## src/rtl/dense_mac_sequencer_pkg.sv

```systemverilog
// Shared definitions for the dense-layer MAC sequencer and the fixed-point
// MAC/saturate datapath it shares with the conv stage.
//   state_t           : sequencer FSM encoding (IDLE=0, RUN=1, OUT=2)
//   DEF_FRAC_BITS     : default fractional bits of the shared Q format
//   SAT_MAX/MIN_W32   : clip bounds for the default 32-bit word
package dense_mac_sequencer_pkg;

  typedef enum logic [1:0] {
    ST_IDLE = 2'd0,
    ST_RUN  = 2'd1,
    ST_OUT  = 2'd2
  } state_t;

  localparam int DEF_FRAC_BITS = 16;
  localparam int DEF_WORD_SIZE = 32;

  localparam logic [DEF_WORD_SIZE-1:0] SAT_MAX_W32 = 32'h7FFF_FFFF;
  localparam logic [DEF_WORD_SIZE-1:0] SAT_MIN_W32 = 32'h8000_0000;

endpackage

```

## src/rtl/dense_mac_sequencer_fxp_mac_sat.sv

```systemverilog
// fxp_mac_sat: combinational signed fixed-point multiply-accumulate plus an
// output clip from the accumulator width down to the word width.
//   acc_in   : current accumulator (ACC_SIZE, signed)
//   feat     : feature operand (WORD_SIZE, signed, Q(FRAC_BITS))
//   weight   : weight operand  (WORD_SIZE, signed, Q(FRAC_BITS))
//   acc_sum  : acc_in + ((feat * weight) >>> FRAC_BITS), wrapped to ACC_SIZE
//   sat_data : acc_sum clipped to the WORD_SIZE signed range
//   sat_flag : high when the clip changed the value
module fxp_mac_sat
  import dense_mac_sequencer_pkg::*;
#(
  parameter int WORD_SIZE = 32,
  parameter int ACC_SIZE  = 40,
  parameter int FRAC_BITS = DEF_FRAC_BITS
) (
  input  logic [ACC_SIZE-1:0]  acc_in,
  input  logic [WORD_SIZE-1:0] feat,
  input  logic [WORD_SIZE-1:0] weight,
  output logic [ACC_SIZE-1:0]  acc_sum,
  output logic [WORD_SIZE-1:0] sat_data,
  output logic                 sat_flag
);

  localparam int PROD_W = 2 * WORD_SIZE;
  // Working width wide enough for both the full product and the accumulator,
  // so sign extension happens before the shift and truncation after it.
  localparam int EXT_W  = (ACC_SIZE > PROD_W) ? ACC_SIZE : PROD_W;

  // Word-range bounds expressed at accumulator width for signed compares.
  localparam logic signed [ACC_SIZE-1:0] ACC_MAX =
    {{(ACC_SIZE-WORD_SIZE+1){1'b0}}, {(WORD_SIZE-1){1'b1}}};
  localparam logic signed [ACC_SIZE-1:0] ACC_MIN =
    {{(ACC_SIZE-WORD_SIZE+1){1'b1}}, {(WORD_SIZE-1){1'b0}}};

  logic signed [PROD_W-1:0] feat_ext;
  logic signed [PROD_W-1:0] weight_ext;
  logic signed [PROD_W-1:0] prod;
  logic signed [EXT_W-1:0]  prod_wide;
  logic signed [EXT_W-1:0]  prod_shr;
  logic        [ACC_SIZE-1:0] term;

  assign feat_ext   = PROD_W'($signed(feat));
  assign weight_ext = PROD_W'($signed(weight));
  assign prod       = feat_ext * weight_ext;
  assign prod_wide  = EXT_W'(prod);
  // Arithmetic shift: truncation toward -inf.
  assign prod_shr   = prod_wide >>> FRAC_BITS;
  assign term       = ACC_SIZE'(prod_shr);
  assign acc_sum    = acc_in + term;

  // Returns {clipped_flag, clipped_word}.
  function automatic logic [WORD_SIZE:0] saturate(input logic signed [ACC_SIZE-1:0] v);
    if (v > ACC_MAX)
      return {1'b1, ACC_MAX[WORD_SIZE-1:0]};
    else if (v < ACC_MIN)
      return {1'b1, ACC_MIN[WORD_SIZE-1:0]};
    else
      return {1'b0, WORD_SIZE'(v)};
  endfunction

  assign {sat_flag, sat_data} = saturate($signed(acc_sum));

endmodule

```

## src/rtl/dense_mac_sequencer.sv

```systemverilog
// dense_mac_sequencer: evaluates one dense-layer neuron. Steps the weight LUT
// address 0..LENGTH_SIZE-1, consumes one feature per address, accumulates
// bias + sum(feature*weight) in fixed point and presents the clipped result.
//   start/bias_in            : begin a neuron (IDLE only), bias latched then
//   busy                     : high in RUN and OUT
//   weight_adr/weight_data   : combinational LUT read, same cycle
//   feat_data/valid/ready    : upstream feature stream
//   out_data/valid/ready     : downstream result stream, sat flags clipping
//   done                     : one-cycle pulse on the result handshake
// Handshakes: a transfer happens in every cycle where valid && ready are both
// high at the rising edge; valid never depends on ready, data is held while
// valid is high and ready is low.
module dense_mac_sequencer
  import dense_mac_sequencer_pkg::*;
#(
  parameter int WORD_SIZE   = 32,
  parameter int LENGTH_SIZE = 10,
  parameter int ADR_SIZE    = 4,
  parameter int FRAC_BITS   = DEF_FRAC_BITS,
  parameter int ACC_SIZE    = 40
) (
  input  logic                 clk,
  input  logic                 rst,
  input  logic                 start,
  input  logic [WORD_SIZE-1:0] bias_in,
  output logic                 busy,
  output logic [ADR_SIZE-1:0]  weight_adr,
  input  logic [WORD_SIZE-1:0] weight_data,
  input  logic [WORD_SIZE-1:0] feat_data,
  input  logic                 feat_valid,
  output logic                 feat_ready,
  output logic [WORD_SIZE-1:0] out_data,
  output logic                 out_valid,
  input  logic                 out_ready,
  output logic                 sat,
  output logic                 done
);

  localparam logic [ADR_SIZE-1:0] LAST_IDX = ADR_SIZE'(LENGTH_SIZE - 1);

  state_t               state;
  logic [ADR_SIZE-1:0]  idx;
  logic [ACC_SIZE-1:0]  acc;
  logic [WORD_SIZE-1:0] out_q;
  logic                 sat_q;

  logic [ACC_SIZE-1:0]  acc_sum;
  logic [WORD_SIZE-1:0] sat_data;
  logic                 sat_flag;

  fxp_mac_sat #(
    .WORD_SIZE (WORD_SIZE),
    .ACC_SIZE  (ACC_SIZE),
    .FRAC_BITS (FRAC_BITS)
  ) u_mac (
    .acc_in   (acc),
    .feat     (feat_data),
    .weight   (weight_data),
    .acc_sum  (acc_sum),
    .sat_data (sat_data),
    .sat_flag (sat_flag)
  );

  always_ff @(posedge clk or posedge rst) begin
    if (rst) begin
      state <= ST_IDLE;
      idx   <= '0;
      acc   <= '0;
      out_q <= '0;
      sat_q <= 1'b0;
    end else begin
      case (state)
        ST_IDLE: begin
          if (start) begin
            acc   <= {{(ACC_SIZE-WORD_SIZE){bias_in[WORD_SIZE-1]}}, bias_in};
            idx   <= '0;
            state <= ST_RUN;
          end
        end
        ST_RUN: begin
          if (feat_valid) begin
            acc <= acc_sum;
            if (idx == LAST_IDX) begin
              // Result is clipped from the final sum and frozen for OUT.
              out_q <= sat_data;
              sat_q <= sat_flag;
              state <= ST_OUT;
            end else begin
              idx <= idx + 1'b1;
            end
          end
        end
        ST_OUT: begin
          if (out_ready) state <= ST_IDLE;
        end
        default: state <= ST_IDLE;
      endcase
    end
  end

  assign busy       = (state == ST_RUN) || (state == ST_OUT);
  assign weight_adr = idx;
  assign feat_ready = (state == ST_RUN);
  assign out_valid  = (state == ST_OUT);
  assign out_data   = out_q;
  assign sat        = sat_q;
  assign done       = (state == ST_OUT) && out_ready;

endmodule

```

## config.mk

```make
export PLATFORM = sky130hd
export DESIGN_NAME = dense_mac_sequencer
export DESIGN_NICKNAME = d
export VERILOG_FILES = /design/src/rtl/dense_mac_sequencer_pkg.sv /design/src/rtl/dense_mac_sequencer_fxp_mac_sat.sv /design/src/rtl/dense_mac_sequencer.sv
export SDC_FILE = /design/constraint.sdc
export NUM_CORES = 2
export LEC_CHECK = 0
export BUFFER_PORTS_ARGS = -buffer_cell sky130_fd_sc_hd__buf_4
export CAP_MARGIN = 20
export CELL_PAD_IN_SITES_DETAIL_PLACEMENT = 1
export CELL_PAD_IN_SITES_GLOBAL_PLACEMENT = 1
export CORE_MARGIN = 2
export CORE_UTILIZATION = 52
export CTS_CLUSTER_DIAMETER = 200
export DETAILED_ROUTE_END_ITERATION = 6
export GPL_ROUTABILITY_DRIVEN = 0
export PLACE_DENSITY_LB_ADDON = 0.08
export SLEW_MARGIN = 30
export SYNTH_ARGS = -nofsm -noshare
export SYNTH_HDL_FRONTEND = slang
export SYNTH_SLANG_ARGS = --single-unit
```

## constraint.sdc

```tcl
create_clock -name clk -period 4.1 [get_ports clk]
set_input_delay 0.41 -clock clk [delete_from_list [all_inputs] [get_ports clk]]
set_output_delay 0.41 -clock clk [all_outputs]
set_load 0.05 [all_outputs]
```

==> impl_metrics.toml <==
[routing]
num_vias = 32609
vias_per_cell = 5.715
wl_per_cell_um = 25.11
dr.pass1.iters = 6
drt-initial-drc-count = 2035
ant_nets = 0
drc = 0
routed_wl_mm = 143.3

[yosys]
synth_async_sr_flop_share = 1.000
synth_cells = 4196
yosys_warnings = 0
synth.distinct_cells = 89
synth_top_area_cell = "fa_1"
syn_avg_cell_area_um2 = 9.270
synth-main-ff-cell = "dfrtp_1"
yosysTopAreaCellShare = 0.5059
netlist_area_um2 = 38900
synth_seq_area_share = 0.05083
yosys-top-cells-area = "fa_1, inv_1, and2_1"
synth_nets = 5497
ys_ff_latch = 79
synth_edf_count = 0

[place]
placed_area_um2 = 45110
io_buffers = 141
post-place-ws_ns = -6.260
dp_hpwl_mm = 106.7

[critical_path]
cp_num_buf_inv = 11
required_ns = 4.35
end_kind = "flop"
cp_common_cell = "fa_1"
timing.rr.end = "out_data[2]"
r2r-start = "acc[14]"
critPathKind = "primary input to flop"
cpMaxStageDelayCell = "fa_1"
slowest_delay_ns = 0.61
start_kind = "primary input"
critPathCapture = "out_data[2]"
r2r_cells = 14
cp_data_arrival_time_ns = 10.52
worstPathMaxFanout = 12
path_depth = 39
reg2reg_slack_ns = 0.14
crit_family = "adder cells"
crit_start = "feat_data[23]"

[clock_tree]
cts_max_level = 3
cts_made_buffers = 9
clockBufferDepth = 2
cts_hold_buf = 0
root_buffer = "clkbuf_16"
worstSkewPairLatency_ns = 0.35
cts_tree = "yes"
path_clk_slew_ns = 0.07
clkSinkCount = 79

[grt]
grt-ovfl-total = 0
grt_pass1_vias = 37913
grt_pass1_wl_mm = 207.6
grt_max_degree = 59
grtUsageTotal = 0.3449
antenna_found_initial = 1

[sta]
period_share = 2.504
fin_ws_ns = -6.168
max_freq_mhz = 97.39
worst_pin_slew_ns = 0.9884
fin_skew_ns = 0.01068
finalHoldViolCount = 0
slew_viol_final = 0
setup_violations = 73
holdWs_ns = 0.1585
slew-limit-headroom = 0.3367
post-route-min-period_ns = 10.27
rsz0062_at_grt = "true"

[outcome]
violations = "negative setup slack"
status = "finished with violations"

[cells_and_area]
fillers = 8112
area_growth_syn_to_layout_pct = 24.52
drive_gt1_frac = 0.2527
multi_input_area_um2 = 34920
final_nets = 6032
layout_common_cells = "fa_1, inv_1, buf_4"
final_common_cell = "fa_1"
regArea_um2 = 1977
fin_area_um2 = 48440

[die]
die_w_um = 277.5
core_um2 = 74200
die_h_um = 277.5
initial_core_util = 0.5242
io_pins = 142
rows = 100
dieArea_um2 = 77000

[hold_path]
holdCritPathClass = "primary input to asynchronous set/reset pin"

[run]
cap_viol_max_count = 0
metal layers:
layer	share of wire	GRT usage
met1	0.36	0.4110
met2	0.54	0.6539
met3	0.040	0.02392
met4	0.065	0.1205
met5	0	0
timing repair:
action / 4_1_cts / 5_1_grt
pin swaps: 112 / 131
setup endpoints to repair: 73 / 73
setup buffers: 61 / 33
cloned: 2 / 2
gates resized for setup: 218 / 255
through the flow:
| step | TNS [ns] | utilization | std cells |
|---|---|---|---|
| 6_report | -385.16 | 0.6528 | 5706 |
| 5_1_grt | -397.59 | 0.6528 | 5706 |
| 4_1_cts | -355.34 | 0.6328 | 5675 |
| 3_5_place_dp | -401.94 | 0.6080 | 5597 |
| 3_3_place_gp | -387.61 | 0.6080 | 5597 |
| 2_1_floorplan | -325.13 | - | 4196 |
logic make-up (layout without fill, tap and decap cells):
family,Yosys count,count (layout),synth area share
adders and majority gates,1200,1200,0.5757
other,0,1,0
buffers and inverters,1126,1666,0.1108
DFF,79,79,0.05083
muxes,5,5,0.001319
and+or+nand+nor,1324,1324,0.1728
xor gates and xnor gates,91,91,0.02088
AOI/OAI and AO/OA,371,371,0.06759
cell type report:
class                           instances  share of cell area
Inverter                              897             0.06957
Timing Repair Buffer                  753              0.1363
Tap cell                              969             0.02503
Clock inverter                          6            0.002402
Clock buffer                           10            0.004934
Antenna cell                            1          0.00005166
Sequential cell                        79             0.04082
Multi-Input combinational cell       2991              0.7209
worst min path at each step:
stage | start | endpoint | cells past startpoint
after floorplan | acc[36] | acc[36] | 1
final | rst | weight_adr[1] | 2
after global placement | out_data[16] | out_data[16] | 2
after CTS | rst | state[1] | 2
after detailed placement | out_data[22] | out_data[22] | 2
after global routing | rst | weight_adr[3] | 2
cell usage after synthesis, drive strengths merged (12+ instances only):
cell / count
nand3: 28
o31ai: 29
o21bai: 13
fa: 983
xnor2: 63
a31oi: 17
nand2: 559
nor2: 88
o21a: 17
clkbuf: 210
o21ai: 54
nand4: 19
inv: 897
dfrtp: 79
and2: 503
ha: 217
o22ai: 18
and3: 21
nor3: 25
a221o: 13
a21boi: 19
a211oi: 12
buf: 14
a21oi: 98
nor2b: 27
a21o: 42
xor2: 28
nand2b: 16
worst reg2reg max path, delay by kind of cell, from the launching register on:
family                   cells  cell delay (ns)
buffers and inverters        3             0.53
flip-flops                   1             0.45
AO/OA/AOI/OAI                6             1.65
AND/OR/NAND/NOR              4             0.80
adder cells (fa/ha/maj)      1             0.42
state kept, by name, indices dropped and copies added (netlist names):
register,cells
weight_adr,4
out_data,32
sat,1
state,2
acc,40
Power is not shown: default switching activity piles up to over one toggle a cycle in this logic, so the estimate is an artifact.
